### config.mk
export PLATFORM = sky130hd
export DESIGN_NAME = alu_writeback_ctrl_flat
export DESIGN_NICKNAME = d
export VERILOG_FILES = /design/src/rtl/alu_writeback_ctrl_if.sv /design/src/rtl/alu_writeback_ctrl.sv /design/src/flat_wrapper.sv
export SDC_FILE = /design/constraint.sdc
export NUM_CORES = 1
export LEC_CHECK = 0
export BUFFER_PORTS_ARGS = -buffer_cell sky130_fd_sc_hd__buf_2
export CORE_MARGIN = 2
export CORE_UTILIZATION = 44
export CTS_BUF_LIST = sky130_fd_sc_hd__clkbuf_16
export CTS_CLUSTER_DIAMETER = 120
export DETAILED_ROUTE_END_ITERATION = 10
export PLACE_DENSITY = 0.77
export SYNTH_ARGS = -nofsm -noshare
export SYNTH_HDL_FRONTEND = slang
export SYNTH_SLANG_ARGS = --single-unit
### constraint.sdc
create_clock -name clk -period 1.35 [get_ports clk]
set_input_delay 0.27 -clock clk [delete_from_list [all_inputs] [get_ports clk]]
set_output_delay 0.27 -clock clk [all_outputs]
set_load 0.02 [all_outputs]
### src/rtl/alu_writeback_ctrl_if.sv
// Handshake and register-file write bundle for alu_writeback_ctrl.
// master: the ALU and register-file side. slave: the writeback controller.
interface alu_writeback_ctrl_if #(
  parameter int DW = 16,
  parameter int AW = 3
);
  // Upstream ALU handshake
  logic          in_valid;
  logic          in_ready;
  logic [DW-1:0] in_data;
  logic          in_carry;
  logic          in_zero;
  logic [1:0]    in_cond;
  logic [AW-1:0] in_dest;
  logic          in_flag_c_en;
  logic          in_flag_z_en;

  // Downstream register-file write port
  logic          rf_stall;
  logic          rf_we;
  logic [AW-1:0] rf_addr;
  logic [DW-1:0] rf_data;
  logic          pc_we;

  modport master (
    output in_valid, in_data, in_carry, in_zero, in_cond, in_dest,
           in_flag_c_en, in_flag_z_en, rf_stall,
    input  in_ready, rf_we, rf_addr, rf_data, pc_we
  );

  modport slave (
    input  in_valid, in_data, in_carry, in_zero, in_cond, in_dest,
           in_flag_c_en, in_flag_z_en, rf_stall,
    output in_ready, rf_we, rf_addr, rf_data, pc_we
  );
endinterface

### src/rtl/alu_writeback_ctrl.sv
// ALU writeback controller: latches one ALU result per accepted op, resolves
// conditional execution against the architectural C/Z flags, issues a single
// register-file write (flagging writes to the PC register) and then updates
// the flags.
// Optional: define WB_SQUASH_CNT_EN to add a saturating 16-bit squash counter.
module alu_writeback_ctrl #(
  parameter int DW = 16,
  parameter int AW = 3
) (
  input  logic                clk,
  input  logic                reset,
  alu_writeback_ctrl_if.slave bus,
  output logic                flag_c,
  output logic                flag_z,
  output logic                squashed
`ifdef WB_SQUASH_CNT_EN
  ,
  output logic [15:0]         squash_cnt
`endif
);

  typedef enum logic [1:0] {
    S_IDLE   = 2'd0,
    S_WRITE  = 2'd1,
    S_SQUASH = 2'd2
  } state_t;

  // The program counter lives in the highest-numbered register.
  localparam logic [AW-1:0] PC_ADDR = '1;

  state_t        r_state;
  state_t        w_next_state;

  logic [DW-1:0] r_data;
  logic [AW-1:0] r_dest;
  logic          r_carry;
  logic          r_zero;
  logic          r_c_en;
  logic          r_z_en;
  logic          r_flag_c;
  logic          r_flag_z;

  logic          w_accept;
  logic          w_exec;
  logic          w_commit;

  assign w_accept = (r_state == S_IDLE) && bus.in_valid;
  assign w_commit = (r_state == S_WRITE) && !bus.rf_stall;

  // Condition check against the flags as they stand before the incoming op;
  // the reserved encoding 11 behaves as unconditional.
  always_comb begin
    // NOTE: every combinational output gets a default first so no path
    // leaves it unassigned, which would infer a latch.
    w_exec = 1'b1;
    case (bus.in_cond)
      2'b10:   w_exec = r_flag_c;
      2'b01:   w_exec = r_flag_z;
      default: w_exec = 1'b1;
    endcase
  end

  // State register; reset wins over any pending write.
  always_ff @(posedge clk) begin
    // NOTE: sequential state uses non-blocking assignments so every register
    // samples pre-edge values regardless of statement order.
    if (reset) r_state <= S_IDLE;
    else       r_state <= w_next_state;
  end

  // Next-state logic: one op in flight; a write holds while the file stalls.
  always_comb begin
    w_next_state = r_state;
    case (r_state)
      S_IDLE:   if (bus.in_valid) w_next_state = w_exec ? S_WRITE : S_SQUASH;
      S_WRITE:  if (!bus.rf_stall) w_next_state = S_IDLE;
      S_SQUASH: w_next_state = S_IDLE;
      default:  w_next_state = S_IDLE;
    endcase
  end

  // Output decode from the current state only, so outputs hold during stalls.
  always_comb begin
    bus.in_ready = (r_state == S_IDLE);
    bus.rf_we    = (r_state == S_WRITE);
    bus.pc_we    = (r_state == S_WRITE) && (r_dest == PC_ADDR);
    squashed     = (r_state == S_SQUASH);
  end

  assign bus.rf_addr = r_dest;
  assign bus.rf_data = r_data;
  assign flag_c      = r_flag_c;
  assign flag_z      = r_flag_z;

  // Operand capture on acceptance; nothing else can change these mid-write.
  always_ff @(posedge clk) begin
    // NOTE: these data registers are reset because rf_addr/rf_data are
    // visible outputs that must read zero out of reset.
    if (reset) begin
      r_data  <= '0;
      r_dest  <= '0;
      r_carry <= 1'b0;
      r_zero  <= 1'b0;
      r_c_en  <= 1'b0;
      r_z_en  <= 1'b0;
    end else if (w_accept) begin
      r_data  <= bus.in_data;
      r_dest  <= bus.in_dest;
      r_carry <= bus.in_carry;
      r_zero  <= bus.in_zero;
      r_c_en  <= bus.in_flag_c_en;
      r_z_en  <= bus.in_flag_z_en;
    end
  end

  // Architectural flags change only on the edge where the write commits.
  always_ff @(posedge clk) begin
    if (reset) begin
      r_flag_c <= 1'b0;
      r_flag_z <= 1'b0;
    end else if (w_commit) begin
      if (r_c_en) r_flag_c <= r_carry;
      if (r_z_en) r_flag_z <= r_zero;
    end
  end

`ifdef WB_SQUASH_CNT_EN
  logic [15:0] r_squash_cnt;

  // Saturating count of ops that entered SQUASH.
  always_ff @(posedge clk) begin
    if (reset) begin
      r_squash_cnt <= '0;
    end else if (w_accept && !w_exec && (r_squash_cnt != 16'hFFFF)) begin
      r_squash_cnt <= r_squash_cnt + 16'd1;
    end
  end

  assign squash_cnt = r_squash_cnt;
`endif

endmodule

### src/flat_wrapper.sv
// flat-port wrapper written by rule: the top's interface ports become plain ports
module alu_writeback_ctrl_flat 
#(
  parameter int DW = 16,
  parameter int AW = 3
)
  (clk, reset, flag_c, flag_z, squashed, bus_in_valid, bus_in_data, bus_in_carry, bus_in_zero, bus_in_cond, bus_in_dest, bus_in_flag_c_en, bus_in_flag_z_en, bus_rf_stall, bus_in_ready, bus_rf_we, bus_rf_addr, bus_rf_data, bus_pc_we);
  alu_writeback_ctrl_if #(.DW(DW), .AW(AW)) bus_i ();
  input  logic clk;
  input  logic reset;
  output logic flag_c;
  output logic flag_z;
  output logic squashed;
  input wire logic [$bits(bus_i.in_valid)-1:0] bus_in_valid;
  input wire logic [$bits(bus_i.in_data)-1:0] bus_in_data;
  input wire logic [$bits(bus_i.in_carry)-1:0] bus_in_carry;
  input wire logic [$bits(bus_i.in_zero)-1:0] bus_in_zero;
  input wire logic [$bits(bus_i.in_cond)-1:0] bus_in_cond;
  input wire logic [$bits(bus_i.in_dest)-1:0] bus_in_dest;
  input wire logic [$bits(bus_i.in_flag_c_en)-1:0] bus_in_flag_c_en;
  input wire logic [$bits(bus_i.in_flag_z_en)-1:0] bus_in_flag_z_en;
  input wire logic [$bits(bus_i.rf_stall)-1:0] bus_rf_stall;
  output wire logic [$bits(bus_i.in_ready)-1:0] bus_in_ready;
  output wire logic [$bits(bus_i.rf_we)-1:0] bus_rf_we;
  output wire logic [$bits(bus_i.rf_addr)-1:0] bus_rf_addr;
  output wire logic [$bits(bus_i.rf_data)-1:0] bus_rf_data;
  output wire logic [$bits(bus_i.pc_we)-1:0] bus_pc_we;
  assign bus_i.in_valid = bus_in_valid;
  assign bus_i.in_data = bus_in_data;
  assign bus_i.in_carry = bus_in_carry;
  assign bus_i.in_zero = bus_in_zero;
  assign bus_i.in_cond = bus_in_cond;
  assign bus_i.in_dest = bus_in_dest;
  assign bus_i.in_flag_c_en = bus_in_flag_c_en;
  assign bus_i.in_flag_z_en = bus_in_flag_z_en;
  assign bus_i.rf_stall = bus_rf_stall;
  assign bus_in_ready = bus_i.in_ready;
  assign bus_rf_we = bus_i.rf_we;
  assign bus_rf_addr = bus_i.rf_addr;
  assign bus_rf_data = bus_i.rf_data;
  assign bus_pc_we = bus_i.pc_we;
  alu_writeback_ctrl #(.DW(DW), .AW(AW)) u_core (.clk(clk), .reset(reset), .bus(bus_i), .flag_c(flag_c), .flag_z(flag_z), .squashed(squashed));
endmodule
# Word level (Yosys, flattened, before mapping)
# Cells that the tools add are included.
dict set report word_totals {
  regBits 27
  out_inout_bits 25
  wordCells 29
}
dict set report op_classes {
  n_eq_ne 7
  n_mux 5
  n_reduce_logical 8
}
# op n
set ops {}
lappend ops {{$mux W2} 3}
lappend ops {{$reduce_and A2 Y1} 3}
lappend ops {{$eq A2 B1 Y1 const B} 2}
lappend ops {{$eq A2 B2 Y1 const B} 2}
lappend ops {{$ne A2 B2 Y1 const B} 2}
lappend ops {{$pmux W2 S2} 1}
lappend ops {{$eq A3 B3 Y1 const B} 1}
lappend ops {{$logic_and A1 B1 Y1} 3}
lappend ops {{$logic_not A2 Y1} 1}
lappend ops {{$pmux W1 S2} 1}
lappend ops {{$logic_not A1 Y1} 1}

# Logic depth before layout (Yosys ltp)
# Gate-level depths: netlist of the first run.
dict set report logic_depth {
  word_depth 5
  ltp_mapped 5
  ltp_nobuf 5
}

# Least setup slack after synthesis of the first run
# Ideal clock, no wire load.
dict set report synth_path {
  kind {register to output}
  from {reg u_core.r_state[1]}
  to {out bus_pc_we}
  arrival_ns 0.979
  t_required_ns 1.080
  setup_slack_ns 0.101
  stages_incl_launch_ff 3
  path_buffers 0
  cell_sequence {dfxtp_1 > and2b_1 > and4_1}
}
dict set report synth_between {
  elab_chain_cells 2
}
# element line
set synth_rtl {}
lappend synth_rtl {{from (decl)} alu_writeback_ctrl.sv:31} ;# state_t r_state;
lappend synth_rtl {{from (signal assigned)} alu_writeback_ctrl.sv:68} ;# else r_state <= w_next_state;
lappend synth_rtl {{$eq A2 B1 Y1} n/a}
lappend synth_rtl {{named net bus_rf_we} flat_wrapper.sv:24} ;# output wire logic [$bits(bus_i.rf_we)-1:0] bus_rf_we;
lappend synth_rtl {{$logic_and A1 B1 Y1} alu_writeback_ctrl.sv:86} ;# bus.pc_we = (r_state == S_WRITE) && (r_dest == PC_ADDR);
lappend synth_rtl {{to (decl)} flat_wrapper.sv:27} ;# output wire logic [$bits(bus_i.pc_we)-1:0] bus_pc_we;
# The timed path passes the listed nets, and every way through them passes these cells.

# Final worst setup path of the first run
dict set report layout_path {
  from {reg u_core.r_state[1]}
  to {reg u_core.r_data[12] (netlist: u_core.bus.rf_data[12])}
}
dict set report layout_between {
  elab_chain_cells 2
}
# element line
set layout_rtl {}
lappend layout_rtl {{$logic_not A2 Y1} alu_writeback_ctrl.sv:47} ;# assign w_accept = (r_state == S_IDLE) && bus.in_valid;
lappend layout_rtl {{$logic_and A1 B1 Y1} alu_writeback_ctrl.sv:47}
lappend layout_rtl {{to (signal assigned)} alu_writeback_ctrl.sv:107} ;# r_data <= bus.in_data;
lappend layout_rtl {{to (decl)} alu_writeback_ctrl.sv:34} ;# logic [DW-1:0] r_data;
# Every way passes these cells.
# A chain may end at the register's enable or synchronous reset.

==> flow_metrics.py, run 1 <==
metrics = {
    "clocking": {
        "tritoncts": "done",
        "library_cell_used_as_clock_root_buffer": "sky130_fd_sc_hd__clkbuf_16",
        "cts_max_path_buffers": 2,
        "cts_hold_buffers": 0,
        "cts_htree_levels": 1,
        "cts.clk_slew.worst_paths_ns": 0.06,
        "clock_sinks": 27,
        "worstSkewPairLatency_ns": 0.25,
        "numCtsBuffers": 3,
    },
    "final_layout": {
        "finish.cell_count_without_fillers": 187,
        "fillCellCount": 182,
        "final_core_utilization_pct": 70.6,
        "layout-drive-gt1-share_pct": 47.2,
        "num_antenna_cells": 0,
        "final_net_count": 191,
        "synthToLayoutAreaGrowth_pct": 47.7,
    },
    "power": {
        "power.leakage_nw": 0.807,
        "power.ir.vdd_worst_mv": 0.780,
        "powerDensity_nw_per_um2": 1210,
    },
    "place": {
        "numPortBuffers": 53,
        "place_congestion": 0.695,
        "placedCellCount": 176,
        "pre_cts_ws_ns": 0.0221,
    },
    "critical_path": {
        "start_kind": "flop",
        "crit-reg2reg-capture": "u_core.bus.rf_data[12]$_SDFFE_PP0P_",
        "crit_path_max_fanout": 5,
        "timing.critical_path.arrival_ns": 1.52,
        "critPathSlowestCell": "sky130_fd_sc_hd__dfxtp_4",
        "critPathTopFamily": "buffers and inverters",
        "end_kind": "flop",
        "regToRegStartpoint": "u_core.r_state[1]$_SDFFE_PP0P_",
        "timing.critical_path.slowest_cell_delay_ns": 0.35,
        "crit_path_cell_trace": "buf_6 -> nor3b_4 -> buf_6 -> buf_16 -> mux2i_2 -> nor2_1",
        "worst-r2r-cell-count": 6,
        "required_time_of_the_worst_setup_path_ns": 1.47,
        "reg2reg_slack_ns": -0.06,
        "crit_top_cell": "sky130_fd_sc_hd__buf_6",
        "critPathKind": "reg -> reg",
        "cp_num_buf_inv": 3,
    },
    "hold_path": {
        "timing.hold.worst.start": "bus_in_data[10]",
        "min_delay_worst_endpoint": "u_core.bus.rf_data[10]$_SDFFE_PP0P_",
        "timing.hold.worst_path_depth": 3,
        "min_path_type": "in -> reg",
    },
    "sta": {
        "totalNegativeSetupSlack_ns": -0.339,
        "maxSlewViolCount": 0,
        "min_period_over_period_pct": 104,
        "finalSetupViolations": 15,
        "max_clock_freq_mhz": 712,
        "setup_ws_ns": -0.0552,
        "max_slew.worst_pin.slew_ns": 0.466,
        "rsz0062_at_grt": "true",
        "timing.max_slew.rel_slack_pct": 68.9,
        "fin_worst_skew_ns": 0.00206,
        "finalCriticalPeriod_ns": 1.41,
        "finalHoldViolCount": 0,
    },
    "synth": {
        "synth.net_count": 129,
        "synth_area_per_cell_um2": 11.0,
        "ys.warnings.count": 0,
        "ys_types": 15,
        "synth.yosys.seq_area_share_pct": 50.2,
        "synth_simple_gate_area_share_pct": 16.1,
        "netlist_instances": 98,
        "synth-compound-area-share_pct": 1.63,
        "synth_area_um2": 1080,
        "synth_mux_area_share_pct": 23.2,
        "synth.ff_latch_count": 27,
        "combinational_family_with_the_most_area_after_synthesis": "multiplexers",
        "synth_fa_ha_area_share_pct": 2.32,
        "synth-xor-area-share_pct": 0,
    },
    "run_status": {
        "run_status": "finished with violations",
        "violations": "negative setup slack",
    },
    "global_route": {
        "antenna_found_initial": 0,
        "maximum_number_of_pins_on_one_net_before_global_route_repair": 28,
        "grt_pass1_vias": 835,
        "grt.overflow.total": 0,
        "wire_length_of_the_first_global_routing_pass_mm": 3.53,
        "grt_util_all_layers_pct": 16.9,
    },
    "floorplanning": {
        "core_region_area_um2": 2250,
        "die-area_um2": 2860,
        "fp.dieH_um": 53.5,
        "row_count": 17,
        "initial_core_util_pct": 47.8,
        "die_width_um": 53.5,
        "design.portCount": 54,
    },
    "route": {
        "postRouteAntennaNets": 0,
        "routed_wire_length_per_instance_um": 12.8,
        "vias_after_detailed_routing": 900,
        "routed_via_density": 4.81,
        "drt_pass1_iterations": 4,
        "wl_mm": 2.40,
        "first_iter_violations": 11,
        "post-route-drc-count": 0,
    },
    "job": {
        "cap_violations": 0,
    },
}
where the power goes:
part	internal (mW)	total, mW	switching (mW)	leakage, nW
Clock	0.395	0.626	0.231	0.0423
Sequential	0.850	0.879	0.0289	0.223
Combinational	0.220	0.422	0.201	0.542
cell usage after synthesis (all sizes together):
cell type,number,share of area (%)
and4,1,0.81
nor2b,1,0.58
dfxtp,27,50
clkbuf,3,1.0
mux2i,25,23
inv,2,0.70
a221o,1,0.93
and2b,1,0.70
buf,3,4.8
nor2,27,9.4
nor3b,2,2.3
and4bb,2,2.3
ha,2,2.3
a22oi,1,0.70
area by class of cell:
cell class / count / area, um2 / area share (%)
inverter: 2 / 7.51 / 0.472
clock buffer: 3 / 75.1 / 4.72
tap: 28 / 35.0 / 2.20
timing repair buffer: 63 / 438 / 27.5
sequential: 27 / 548 / 34.4
multi-input combinational: 63 / 484 / 30.4
clock inverter: 1 / 3.75 / 0.236
metal layers:
layer	wire (um)	GRT usage, %	vias to the layer above
met2	1290	32.9	34
met4	0	3.85	0
met5	0	0	-
met1	940	18.8	411
li1	-	-	455
met3	164	2.26	0
tightest hold or removal path, stage by stage:
cell,delay [ns]
sky130_fd_sc_hd__buf_2,0.07
sky130_fd_sc_hd__mux2i_1,0.06
sky130_fd_sc_hd__nor2_1,0.07
timing repair:
item	4_1_cts	5_1_grt
setup buffers	2	2
setup endpoints to repair	2	25
pin swaps	2	1
resized for setup	9	8
gates cloned	1	2
worst max path at each step:
stage / start / to / depth (start not counted) / slack [ns]
after floorplan: u_core.r_state[1]$_SDFFE_PP0P_ / bus_pc_we / 2 / 0.10
after global routing: u_core.r_state[1]$_SDFFE_PP0P_ / u_core.bus.rf_data[12]$_SDFFE_PP0P_ / 6 / -0.11
final: u_core.r_state[1]$_SDFFE_PP0P_ / u_core.bus.rf_data[12]$_SDFFE_PP0P_ / 6 / -0.06
after CTS: u_core.r_state[1]$_SDFFE_PP0P_ / bus_pc_we / 3 / -0.02
after detailed placement: bus_in_cond[0] / u_core.r_state[0]$_SDFFE_PP0P_ / 6 / 0.02
after global placement: bus_in_cond[0] / u_core.r_state[0]$_SDFFE_PP0P_ / 6 / 0.06
cell usage in the layout, fill, tap and decap left out:
master,Yosys,final
sky130_fd_sc_hd__buf_2,0,50
sky130_fd_sc_hd__nor2_1,27,27
sky130_fd_sc_hd__ha_1,2,2
sky130_fd_sc_hd__mux2i_1,25,22
sky130_fd_sc_hd__a22oi_1,1,1
sky130_fd_sc_hd__dfxtp_4,0,2
sky130_fd_sc_hd__buf_12,2,1
sky130_fd_sc_hd__nor2b_1,1,1
sky130_fd_sc_hd__nor3b_4,0,1
sky130_fd_sc_hd__dfxtp_1,27,25
sky130_fd_sc_hd__nor3b_2,2,1
sky130_fd_sc_hd__mux2i_2,0,3
sky130_fd_sc_hd__and4_1,1,1
sky130_fd_sc_hd__inv_1,2,3
sky130_fd_sc_hd__a221o_1,1,1
sky130_fd_sc_hd__buf_4,0,3
sky130_fd_sc_hd__buf_16,0,1
sky130_fd_sc_hd__buf_6,1,6
sky130_fd_sc_hd__and4bb_2,2,2
sky130_fd_sc_hd__clkbuf_16,0,5
sky130_fd_sc_hd__and2b_1,1,1
cells by family (layout without fill, tap and decap cells):
family | count (synthesis) | in the layout
DFF | 27 | 27
muxes | 25 | 25
buffers and inverters | 8 | 69
and+or+nand+nor | 34 | 34
AOI/OAI and AO/OA | 2 | 2
adders and majority gates | 2 | 2
flip-flops by register name (all words and copies together), names as in the netlist:
name and count:
u_core.r_c_en 1, u_core.r_state 2, u_core.flag_z 1, u_core.r_zero 1
u_core.r_z_en 1, u_core.flag_c 1, u_core.bus.rf_addr 3, u_core.r_carry 1
u_core.bus.rf_data 16
stage by stage:
| stage | area [um2] | hold WS [ns] | power, mW |
|---|---|---|---|
| final | 1590 | 0.255 | 1.93 |
| after global routing | 1590 | 0.256 | 2.02 |
| after CTS | 1510 | 0.252 | 1.90 |
| after detailed placement | 1360 | 0.477 | 1.23 |
| after global placement | 1360 | 0.467 | 1.22 |
| after floorplan | 1080 | 0.417 | 1.13 |
Power figures use the tool's default switching activity.
==> run 2, diff against run 1 <==
--- a/config.mk
+++ b/config.mk
@@ -12,6 +12,7 @@
 export CTS_CLUSTER_DIAMETER = 120
 export DETAILED_ROUTE_END_ITERATION = 10
 export PLACE_DENSITY = 0.77
+export REMOVE_ABC_BUFFERS = 1
 export SYNTH_ARGS = -nofsm -noshare
 export SYNTH_HDL_FRONTEND = slang
 export SYNTH_SLANG_ARGS = --single-unit
==> run 2 against run 1 <==
The flow still finishes with violations (negative setup slack); final area shrank 2.8%; sequential share of layout area grew 0.97 points; worst hold slack lost 0.013 ns; power is essentially flat; final cell count shrank 1.1%; critical endpoint is now bus_pc_we; clock power grew 5.6%; combinational power shrank 8.5%; register-to-register slack gained 0.08 ns; fmax grew 1.7%; die area is the same; global-route usage grew 1.2 points; routed wire length shrank 0.88%.
==> flow_metrics.py, run 2 (synthesized netlist as in run 1, its figures left out) <==
metrics = {
    "sta": {
        "fin_worst_skew_ns": 0.00325,
        "finalSetupViolations": 1,
        "max_clock_freq_mhz": 724,
        "finalHoldViolCount": 0,
        "finalCriticalPeriod_ns": 1.38,
        "max_slew.worst_pin.slew_ns": 0.469,
        "totalNegativeSetupSlack_ns": -0.0313,
        "setup_ws_ns": -0.0313,
        "min_period_over_period_pct": 102,
        "rsz0062_at_grt": "true",
        "maxSlewViolCount": 0,
        "timing.max_slew.rel_slack_pct": 68.8,
    },
    "final_layout": {
        "synthToLayoutAreaGrowth_pct": 43.7,
        "layout-drive-gt1-share_pct": 45.9,
        "num_antenna_cells": 0,
        "final_cell_mix": "51 x sky130_fd_sc_hd__buf_2, 27 x sky130_fd_sc_hd__nor2_1, 25 x sky130_fd_sc_hd__dfxtp_1",
        "ff_latch_area_um2": 548,
        "multi_input_area_um2": 477,
        "final_core_utilization_pct": 68.6,
        "largest_register_ffs": 16,
        "finish.cell_count_without_fillers": 185,
        "mostFrequentLayoutCell": "sky130_fd_sc_hd__buf_2",
        "fillCellCount": 196,
        "final_net_count": 189,
    },
    "power": {
        "pwr-share-clk_pct": 34.3,
        "power.ir.vdd_worst_mv": 1.01,
        "post-layout-total-power_mw": 1.93,
        "power.leakage_nw": 0.788,
        "internal_power_summed_over_all_cells_mw": 1.44,
        "net-switching-power_uw": 483,
        "powerDensity_nw_per_um2": 1250,
        "power_frac_seq_pct": 45.7,
        "share_comb_of_total_power_pct": 20.0,
        "power.switching_fraction_pct": 25.1,
    },
    "clocking": {
        "cts_max_path_buffers": 2,
        "library_cell_used_as_clock_root_buffer": "sky130_fd_sc_hd__clkbuf_16",
        "cts.clk_slew.worst_paths_ns": 0.06,
        "cts_htree_levels": 1,
        "numCtsBuffers": 3,
        "tritoncts": "done",
        "clock_sinks": 27,
        "worstSkewPairLatency_ns": 0.26,
        "cts_hold_buffers": 0,
    },
    "critical_path": {
        "critPathKind": "reg -> out",
        "regToRegStartpoint": "u_core.r_state[1]$_SDFFE_PP0P_",
        "crit-reg2reg-capture": "u_core.bus.rf_addr[1]$_SDFFE_PP0P_",
        "timing.critical_path.slowest_cell_delay_ns": 0.35,
        "reg2reg_slack_ns": 0.02,
        "end_kind": "output port",
        "crit_path_cell_trace": "and2b_1 -> and4_1 -> buf_6",
        "worst-r2r-cell-count": 6,
        "timing.critical_path.arrival_ns": 1.11,
        "required_time_of_the_worst_setup_path_ns": 1.08,
        "critPathSlowestCell": "sky130_fd_sc_hd__dfxtp_4",
        "start_kind": "flop",
        "crit_path_max_fanout": 3,
    },
    "hold_path": {
        "min_path_type": "in -> reg",
        "timing.hold.worst_path_depth": 3,
        "min_delay_worst_endpoint": "u_core.bus.rf_data[7]$_SDFFE_PP0P_",
        "timing.hold.worst.start": "bus_in_data[7]",
    },
    "route": {
        "vias_after_detailed_routing": 881,
        "post-route-drc-count": 0,
        "drt_pass1_iterations": 4,
        "postRouteAntennaNets": 0,
        "first_iter_violations": 8,
        "wl_mm": 2.37,
        "routed_wire_length_per_instance_um": 12.8,
        "routed_via_density": 4.76,
    },
    "floorplanning": {
        "core_region_area_um2": 2250,
        "initial_core_util_pct": 47.8,
        "die_width_um": 53.5,
        "row_count": 17,
        "die-area_um2": 2860,
        "fp.dieH_um": 53.5,
        "design.portCount": 54,
    },
    "global_route": {
        "grt_util_all_layers_pct": 18.1,
        "maximum_number_of_pins_on_one_net_before_global_route_repair": 28,
        "antenna_found_initial": 0,
        "wire_length_of_the_first_global_routing_pass_mm": 3.65,
        "grt.overflow.total": 0,
        "grt_pass1_vias": 864,
    },
    "place": {
        "place.detailed.hpwl_mm": 1.72,
        "placedCellCount": 175,
        "numPortBuffers": 53,
        "place_congestion": 0.837,
    },
    "run_status": {
        "violations": "negative setup slack",
        "run_status": "finished with violations",
    },
    "job": {
        "cap_violations": 0,
    },
}
run 2: cell types whose count changed in the layout (fill, tap and decap cells not counted), sizes merged:
cell	previous run	this run
clkinv	0	1
clkbuf	5	4
buf	61	60
inv	3	2
run 2: what timing repair did:
| action | in CTS | in global routing |
|---|---|---|
| pin swaps | 2 | 1 |
| endpoints found under the setup margin | 2 | 26 |
| gates resized for setup | 7 | 7 |
| setup buffers | 4 | 1 |
| cloned | 0 | 1 |
run 2: power by group through the flow:
stage | combinational, mW | sequential, mW | clock [mW]
6_report | 0.386 | 0.881 | 0.661
5_1_grt | 0.421 | 0.886 | 0.704
4_1_cts | 0.354 | 0.880 | 0.667
3_5_place_dp | 0.329 | 0.901 | 0
3_3_place_gp | 0.319 | 0.896 | 0
2_1_floorplan | 0.144 | 0.946 | 0
run 2: layout make-up:
type                       count  area share, %
clock buffer                   3           4.85
clock inverter                 1          0.323
inverter                       2          0.485
multi-input combinational     63           30.8
sequential                    27           35.4
tap                           28           2.26
timing repair buffer          61           25.9
run 2: worst max-delay path by stage:
stage                                         from                                  end  slack [ns]  cells after the start
finish              u_core.r_state[1]$_SDFFE_PP0P_                            bus_pc_we       -0.03                      3
global placement                    bus_in_cond[0]       u_core.r_state[0]$_SDFFE_PP0P_        0.06                      6
global route        u_core.r_state[1]$_SDFFE_PP0P_                            bus_pc_we       -0.08                      3
detailed placement                  bus_in_cond[0]       u_core.r_state[0]$_SDFFE_PP0P_        0.03                      6
CTS                 u_core.r_state[0]$_SDFFE_PP0P_  u_core.bus.rf_data[11]$_SDFFE_PP0P_       -0.03                      5
floorplan           u_core.r_state[1]$_SDFFE_PP0P_   u_core.bus.rf_addr[0]$_SDFFE_PP0P_       -0.82                      3
run 2: metal layers:
layer	up-vias	routed length, um	GRT usage (%)
met1	406	927	18.8
met3	5	113	2.54
met4	0	53	10.3
met2	24	1280	34.0
li1	446	-	-
met5	-	0	0
run 2: per-stage QoR:
stage,setup WS [ns],cell area (um2),hold slack [ns]
floorplan,-0.819,1010,0.341
global placement,0.0622,1350,0.469
detailed placement,0.0290,1350,0.477
CTS,-0.0318,1490,0.244
global route,-0.0832,1550,0.257
finish,-0.0313,1550,0.242
run 2: worst max-delay path: cells and delay by family (launching register included):
kind | cells | cell delay, ns
buffers and inverters | 1 | 0.12
and+or+nand+nor | 2 | 0.39
DFF | 1 | 0.35
